File: src/rtl/async_event_reporter.sv
// Synchronizes and debounces one board input, counts debounced edges and offers each new
// count to uart_tx as a byte. Define ASYNC_EVENT_LEVEL_MSB_EN to carry the level in tx_data[7].
`timescale 1ns/1ps
module async_event_reporter #(
   parameter int SYNC_STAGES     = 2,
   parameter int DEBOUNCE_CYCLES = 270000,
   parameter int CNT_W           = 19
) (
   input  logic       sys_clk,
   input  logic       sys_rst,
   input  logic       async_in,
   output logic       level,
   output logic       event_pulse,
   output logic [7:0] tx_data,
   output logic       tx_data_valid,
   input  logic       tx_data_ready,
   output logic       busy,
   output logic       overrun
);
   typedef enum logic {IDLE, SEND} state_t;

   logic [SYNC_STAGES-1:0] sync_reg;
   logic                   s_in;
   logic [CNT_W-1:0]       db_cnt_reg;
   logic                   level_reg;
   logic                   event_pulse_reg;
   logic [7:0]             event_cnt_reg;
   logic [7:0]             newest_cnt;
   logic [7:0]             offer_byte;
   state_t                 state_reg, state_next;
   logic                   pending_reg, pending_next;
   logic [7:0]             tx_data_reg, tx_data_next;
   logic                   overrun_reg, overrun_next;

   always_ff @(posedge sys_clk) begin
      if (sys_rst) begin
         sync_reg <= '0;
      end else begin
         sync_reg <= {sync_reg[SYNC_STAGES-2:0], async_in};
      end
   end

   assign s_in = sync_reg[SYNC_STAGES-1];

   // The level only moves after s_in has disagreed with it for DEBOUNCE_CYCLES straight cycles.
   always_ff @(posedge sys_clk) begin
      if (sys_rst) begin
         db_cnt_reg      <= '0;
         level_reg       <= 1'b0;
         event_pulse_reg <= 1'b0;
      end else begin
         event_pulse_reg <= 1'b0;
         if (s_in == level_reg) begin
            db_cnt_reg <= '0;
         end else if (db_cnt_reg == CNT_W'(DEBOUNCE_CYCLES - 1)) begin
            level_reg       <= s_in;
            event_pulse_reg <= 1'b1;
            db_cnt_reg      <= '0;
         end else begin
            db_cnt_reg <= db_cnt_reg + CNT_W'(1);
         end
      end
   end

   always_ff @(posedge sys_clk) begin
      if (sys_rst) begin
         event_cnt_reg <= 8'd0;
      end else if (event_pulse_reg) begin
         event_cnt_reg <= event_cnt_reg + 8'd1;
      end
   end

   // Count as it will be after this edge, so a byte captured alongside an event is current.
   assign newest_cnt = event_pulse_reg ? (event_cnt_reg + 8'd1) : event_cnt_reg;

`ifdef ASYNC_EVENT_LEVEL_MSB_EN
   assign offer_byte = {level_reg, newest_cnt[6:0]};
`else
   assign offer_byte = newest_cnt;
`endif

   always_ff @(posedge sys_clk) begin
      if (sys_rst) begin
         state_reg   <= IDLE;
         pending_reg <= 1'b0;
         tx_data_reg <= 8'h00;
         overrun_reg <= 1'b0;
      end else begin
         state_reg   <= state_next;
         pending_reg <= pending_next;
         tx_data_reg <= tx_data_next;
         overrun_reg <= overrun_next;
      end
   end

   always_comb begin
      state_next   = state_reg;
      pending_next = pending_reg;
      tx_data_next = tx_data_reg;
      overrun_next = overrun_reg;
      case (state_reg)
         IDLE: begin
            if (event_pulse_reg || pending_reg) begin
               tx_data_next = offer_byte;
               pending_next = 1'b0;
               state_next   = SEND;
            end
         end
         SEND: begin
            // Events during a send coalesce; a second one loses an intermediate count.
            if (event_pulse_reg) begin
               pending_next = 1'b1;
               if (pending_reg) begin
                  overrun_next = 1'b1;
               end
            end
            if (tx_data_ready) begin
               state_next = IDLE;
            end
         end
         default: state_next = IDLE;
      endcase
   end

   assign level         = level_reg;
   assign event_pulse   = event_pulse_reg;
   assign tx_data       = tx_data_reg;
   assign tx_data_valid = (state_reg == SEND);
   assign busy          = (state_reg == SEND) | pending_reg;
   assign overrun       = overrun_reg;

endmodule

File: config.mk
export PLATFORM = sky130hd
export DESIGN_NAME = async_event_reporter
export DESIGN_NICKNAME = d
export VERILOG_FILES = /design/src/rtl/async_event_reporter.sv
export SDC_FILE = /design/constraint.sdc
export NUM_CORES = 1
export LEC_CHECK = 0
export BUFFER_PORTS_ARGS = -buffer_cell sky130_fd_sc_hd__buf_4
export CAP_MARGIN = 20
export CORE_ASPECT_RATIO = 1.1
export CORE_MARGIN = 3
export CORE_UTILIZATION = 40
export CTS_CLUSTER_DIAMETER = 30
export CTS_CLUSTER_SIZE = 10
export DETAILED_ROUTE_END_ITERATION = 12
export PLACE_DENSITY = 0.55
export SLEW_MARGIN = 40
export SYNTH_ARGS = -nofsm -noshare
export SYNTH_HDL_FRONTEND = slang
export SYNTH_SLANG_ARGS = --single-unit
File: constraint.sdc
create_clock -name sys_clk -period 5.6 [get_ports sys_clk]
set_clock_uncertainty 0.1 [all_clocks]
set_input_delay 0 -clock sys_clk [delete_from_list [all_inputs] [get_ports sys_clk]]
set_output_delay 0 -clock sys_clk [all_outputs]
set_load 0.01 [all_outputs]
; Word level (Yosys, flattened, before mapping)
; Index checks and enable logic that the tools add are counted.
; W data, S select, Z words.
[op_classes]
addsub = 2
mul = 0
div = 0
magnitude_cmp = 0
eq_ne = 4
n_shift = 0
muxes = 8
n_bitwise = 3
reduce_logical = 7
[op_table]
columns = cell, n
row1 = $add A19 B1 Y19 const B, 1
row2 = $eq A19 B19 Y1 const B, 1
row3 = $add A8 B1 Y8 const B, 1
row4 = $mux W8, 1
row5 = $reduce_and A2 Y1, 3
row6 = $mux W1, 5
row7 = $ne A2 B2 Y1 const B, 2
row8 = $pmux W1 S2, 2
row9 = $reduce_and A3 Y1, 1
row10 = $reduce_or A3 Y1, 1
row11 = $not A1 Y1, 2
row12 = $reduce_or A2 Y1, 1
row13 = $eq A1 B1 Y1, 1
row14 = $logic_or A1 B1 Y1, 1
row15 = $or A1 B1 Y1, 1
[totals]
reg_bits = 42
latchBits = 0
ram_bits = 0
romBits = 0
input_bits = 4
output_inout_bits = 13
wordCells = 33
n_memories = 0

; Depth between registers and ports, before layout
[logic_depth]
ltp_word = 3
ltp_mapped = 6
ltp_nobuf = 5

; Worst setup path after synthesis
; OpenSTA, ideal clock, no wires.
[synth_path]
kind = register to register
startpoint = register db_cnt_reg[0]
endpoint = register db_cnt_reg[16]
t_arrival_ns = 1.703
required_time_ns = 5.430
setup_slack_ns = 3.727
path_stages_with_launch = 6
path_buffers = 0
path_cell_list = dfxtp_1 -> ha_1 -> nand3_4 -> or4_4 -> or3_1 -> a21oi_1
[synth_between]
elab_chain_len = 2
elab_cells_between_ends = 3
cone_classes = add/sub (1) / eq/ne (1) / reduce/logical (1)
[synth_rtl]
columns = element, line
row1 = start: declaration, 24  ; logic [CNT_W-1:0] db_cnt_reg;
row2 = start signal: assignment, 60  ; db_cnt_reg <= db_cnt_reg + CNT_W'(1);
row3 = branches (longest 2 deep; another with $add A19 B1 Y19), -
; Several ways; the timed one is not identified.
; A chain may end at the register's enable or synchronous reset.

; Final worst setup path
[layout_path]
startpoint = register event_pulse_reg (netlist: event_pulse)
endpoint = register state_reg (netlist: tx_data_valid)
[layout_between]
elab_chain_len = 3
[layout_rtl]
columns = element, line
row1 = start: declaration, 26  ; logic event_pulse_reg;
row2 = start signal: assignment, 50  ; event_pulse_reg <= 1'b0;
row3 = start signal: assignment, 52  ; event_pulse_reg <= 1'b0;
row4 = start signal: assignment, 57  ; event_pulse_reg <= 1'b1;
row5 = $logic_or A1 B1 Y1, 103  ; if (event_pulse_reg || pending_reg) begin
row6 = $mux W1, 103
row7 = $pmux W1 S2, 101  ; case (state_reg)
row8 = end signal: assignment, 89  ; state_reg <= state_next;
row9 = end: declaration, 30  ; state_t state_reg, state_next;
; Every way passes these cells.

==> impl_metrics.json <==
{
  "status": "completed",
  "slew_headroom_pct": 51.06,
  "required_ns": 5.72,
  "synth_top_cells_by_area": "dfxtp_1, nor2_1, xnor2_1",
  "p_leak_uw": 0.0006493,
  "grt_antenna_before_repair": 0,
  "clkTransAtPathRegs_ns": 0.07,
  "hold_violations": 0,
  "cts_buffers": 5,
  "largest_reg_flops": 19,
  "totalPowerFinal_uw": 502.1,
  "drc": 0,
  "cp_cell_sequence": "nor2_1 > nor2_2 > a21oi_1 > nor2_1 > dlygate4sd3_1",
  "synthFlopType": "dfxtp_1",
  "synth_warnings": 0,
  "syn-num-nets": 188,
  "netlist_area_sq_mm": 0.001685,
  "dr_total_vias": 1272,
  "drtIter0Drc": 38,
  "crit_cells": 5,
  "clockBufferDepth": 2,
  "dp_hpwl_um": 2176,
  "crit_top_cell": "nor2_1",
  "die_w_um": 67.89,
  "fmax_mhz": 496.0,
  "portBuffers": 16,
  "nets": 211,
  "overflow": 0,
  "slew_violations": 0,
  "maxCapViolCount": 0,
  "ys_types": 32,
  "fillers": 381,
  "post_cts_buffers": 0,
  "ant_nets": 0,
  "rsz0062_at_grt": "no",
  "grt_pass1_vias": 1215,
  "cts_tree": "done",
  "setup_viol": 0,
  "postSynthAreaPerCell_sq_um": 9.260,
  "cp_max_fo": 17,
  "cp_top_family": "simple AND/OR/NAND/NOR gates",
  "hp-class": "reg -> reg",
  "start_util_pct": 41.88,
  "rows": 24,
  "setup_slack_ns": 3.584,
  "synth_seq_cells": 42,
  "clock_sinks": 42,
  "timing.rr.start": "event_pulse",
  "drive_above_1_share_pct": 14.56,
  "powerDensity_mw_per_mm2": 250.8,
  "worstSetupPathType": "reg -> reg",
  "clock_latency_ns": 0.28,
  "period_share_pct": 36.00,
  "synth_cells": 182,
  "slowest_stage": "dlygate4sd3_1",
  "grt_max_degree": 25,
  "utilization_pct": 49.75,
  "vias_per_cell": 4.930,
  "arrival_ns": 2.14,
  "r2r_cells": 5,
  "n_antenna_cell": 0,
  "startpoint_type": "flop",
  "wl_per_cell_um": 11.63,
  "synth-edff-count": 0,
  "post-place-ws_ns": 3.589,
  "grt.total_usage_pct": 13.50,
  "synth.top_cell.area_share_pct": 49.89,
  "crit-reg2reg-capture": "tx_data_valid",
  "area_delta_synth_final_pct": 18.78,
  "end_kind": "flop",
  "tightestPinTransition_ns": 0.7340,
  "regToRegSetupSlack_ns": 3.58,
  "seq_area_frac_synth_pct": 49.89,
  "wl_um": 3000,
  "ios": 17,
  "vdd_drop_max_uv": 106.1,
  "worstSetupEndpoint": "tx_data_valid",
  "whs_ns": 0.3474,
  "critPathBufInv": 1,
  "cts_root_buf": "clkbuf_8",
  "cts-htree-levels": 2,
  "globalplace.congestion": 0.7873,
  "die_h_um": 74.08,
  "ys_top_cells_by_count": "dfxtp_1, nor2_1, xnor2_1",
  "grt_pass1_wl_um": 5140,
  "slowest_delay_ns": 0.55,
  "async_reset_ff_share_pct": 0,
  "die-area_sq_mm": 0.005029,
  "fin_setup_tns_ns": 0,
  "finalCriticalPeriod_ns": 2.016,
  "drt-pass1-iter-count": 4,
  "startpoint": "event_pulse",
  "core_region_area_sq_mm": 0.004024,
  "yosysTopAreaCell": "dfxtp_1"
}
==> logic make-up after synthesis <==
kind of cell	synth area share, %
compound gates	6.459
xor+xnor	11.43
fa+ha+maj	1.485
buf+inv	2.376
flops	49.89
mux	1.782
simple gates	26.58
==> worst min path at each step <==
stage / startpoint / end / slack (ns) / depth (start not counted)
global placement: async_in / sync_reg[0] / 0.12 / 2
detailed placement: async_in / sync_reg[0] / 0.12 / 2
floorplan: sys_rst / sync_reg[0] / -0.03 / 1
CTS: sync_reg[0] / sync_reg[1] / 0.35 / 1
global route: sync_reg[0] / sync_reg[1] / 0.39 / 1
finish: sync_reg[0] / sync_reg[1] / 0.35 / 1
==> report_power, final <==
part,leakage [uW],total [uW],internal [uW],switching (uW)
Sequential,0.000339,300,299,0.420
Combinational,0.000262,9.07,4.43,4.63
Clock,0.0000482,193,99.4,93.9
==> area by class of cell <==
type / count / area (sq um) / share of cell area, %
repair buffers: 21 / 170.2 / 8.500
inverters: 5 / 18.77 / 0.9375
clock inverters: 1 / 5.005 / 0.2500
well taps: 52 / 65.06 / 3.250
clock buffers: 7 / 86.33 / 4.313
multi-input cells: 130 / 815.8 / 40.75
flip-flops and latches: 42 / 840.8 / 42.00
==> cells in the final DEF, fill, tap and decap left out, drive strengths merged, types with 5 or more instances in the layout <==
cell type	instances
dfxtp	42
nor2	42
xnor2	17
buf	16
a211oi	8
nand4	8
clkbuf	7
nand2	6
nand3	6
nor4	5
inv	5
nor3	5
xor2	5
dlygate4sd3	5
==> per-stage QoR <==
| stage | instances | cell area [sq um] |
|---|---|---|
| finish | 258 | 2002 |
| global route | 258 | 2002 |
| CTS | 258 | 2002 |
| detailed placement | 245 | 1861 |
| global placement | 245 | 1849 |
| floorplan | 182 | 1685 |
==> timing repair <==
item / CTS / global route
hold buffers: 5 / 0
resized for setup: 0 / 0
hold endpoints to repair: 21 / 0
==> per-layer routing <==
| layer | vias up | track usage, % | part of all wire (%) |
|---|---|---|---|
| met1 | 574 | 14.66 | 44 |
| met3 | 4 | 4.532 | 4.3 |
| met2 | 21 | 24.32 | 51 |
| li1 | 673 | - | - |
| met5 | - | 0 | 0 |
| met4 | 0 | 4.636 | 0.97 |
==> worst reg2reg max path: cells and delay by family (launching register included) <==
family / cells / cell delay [ns]
buffers and inverters: 1 / 0.55
AND/OR/NAND/NOR: 3 / 0.70
AO/OA/AOI/OAI: 1 / 0.08
flip-flops: 1 / 0.54
Note: power is estimated with default switching activity, not from simulation.
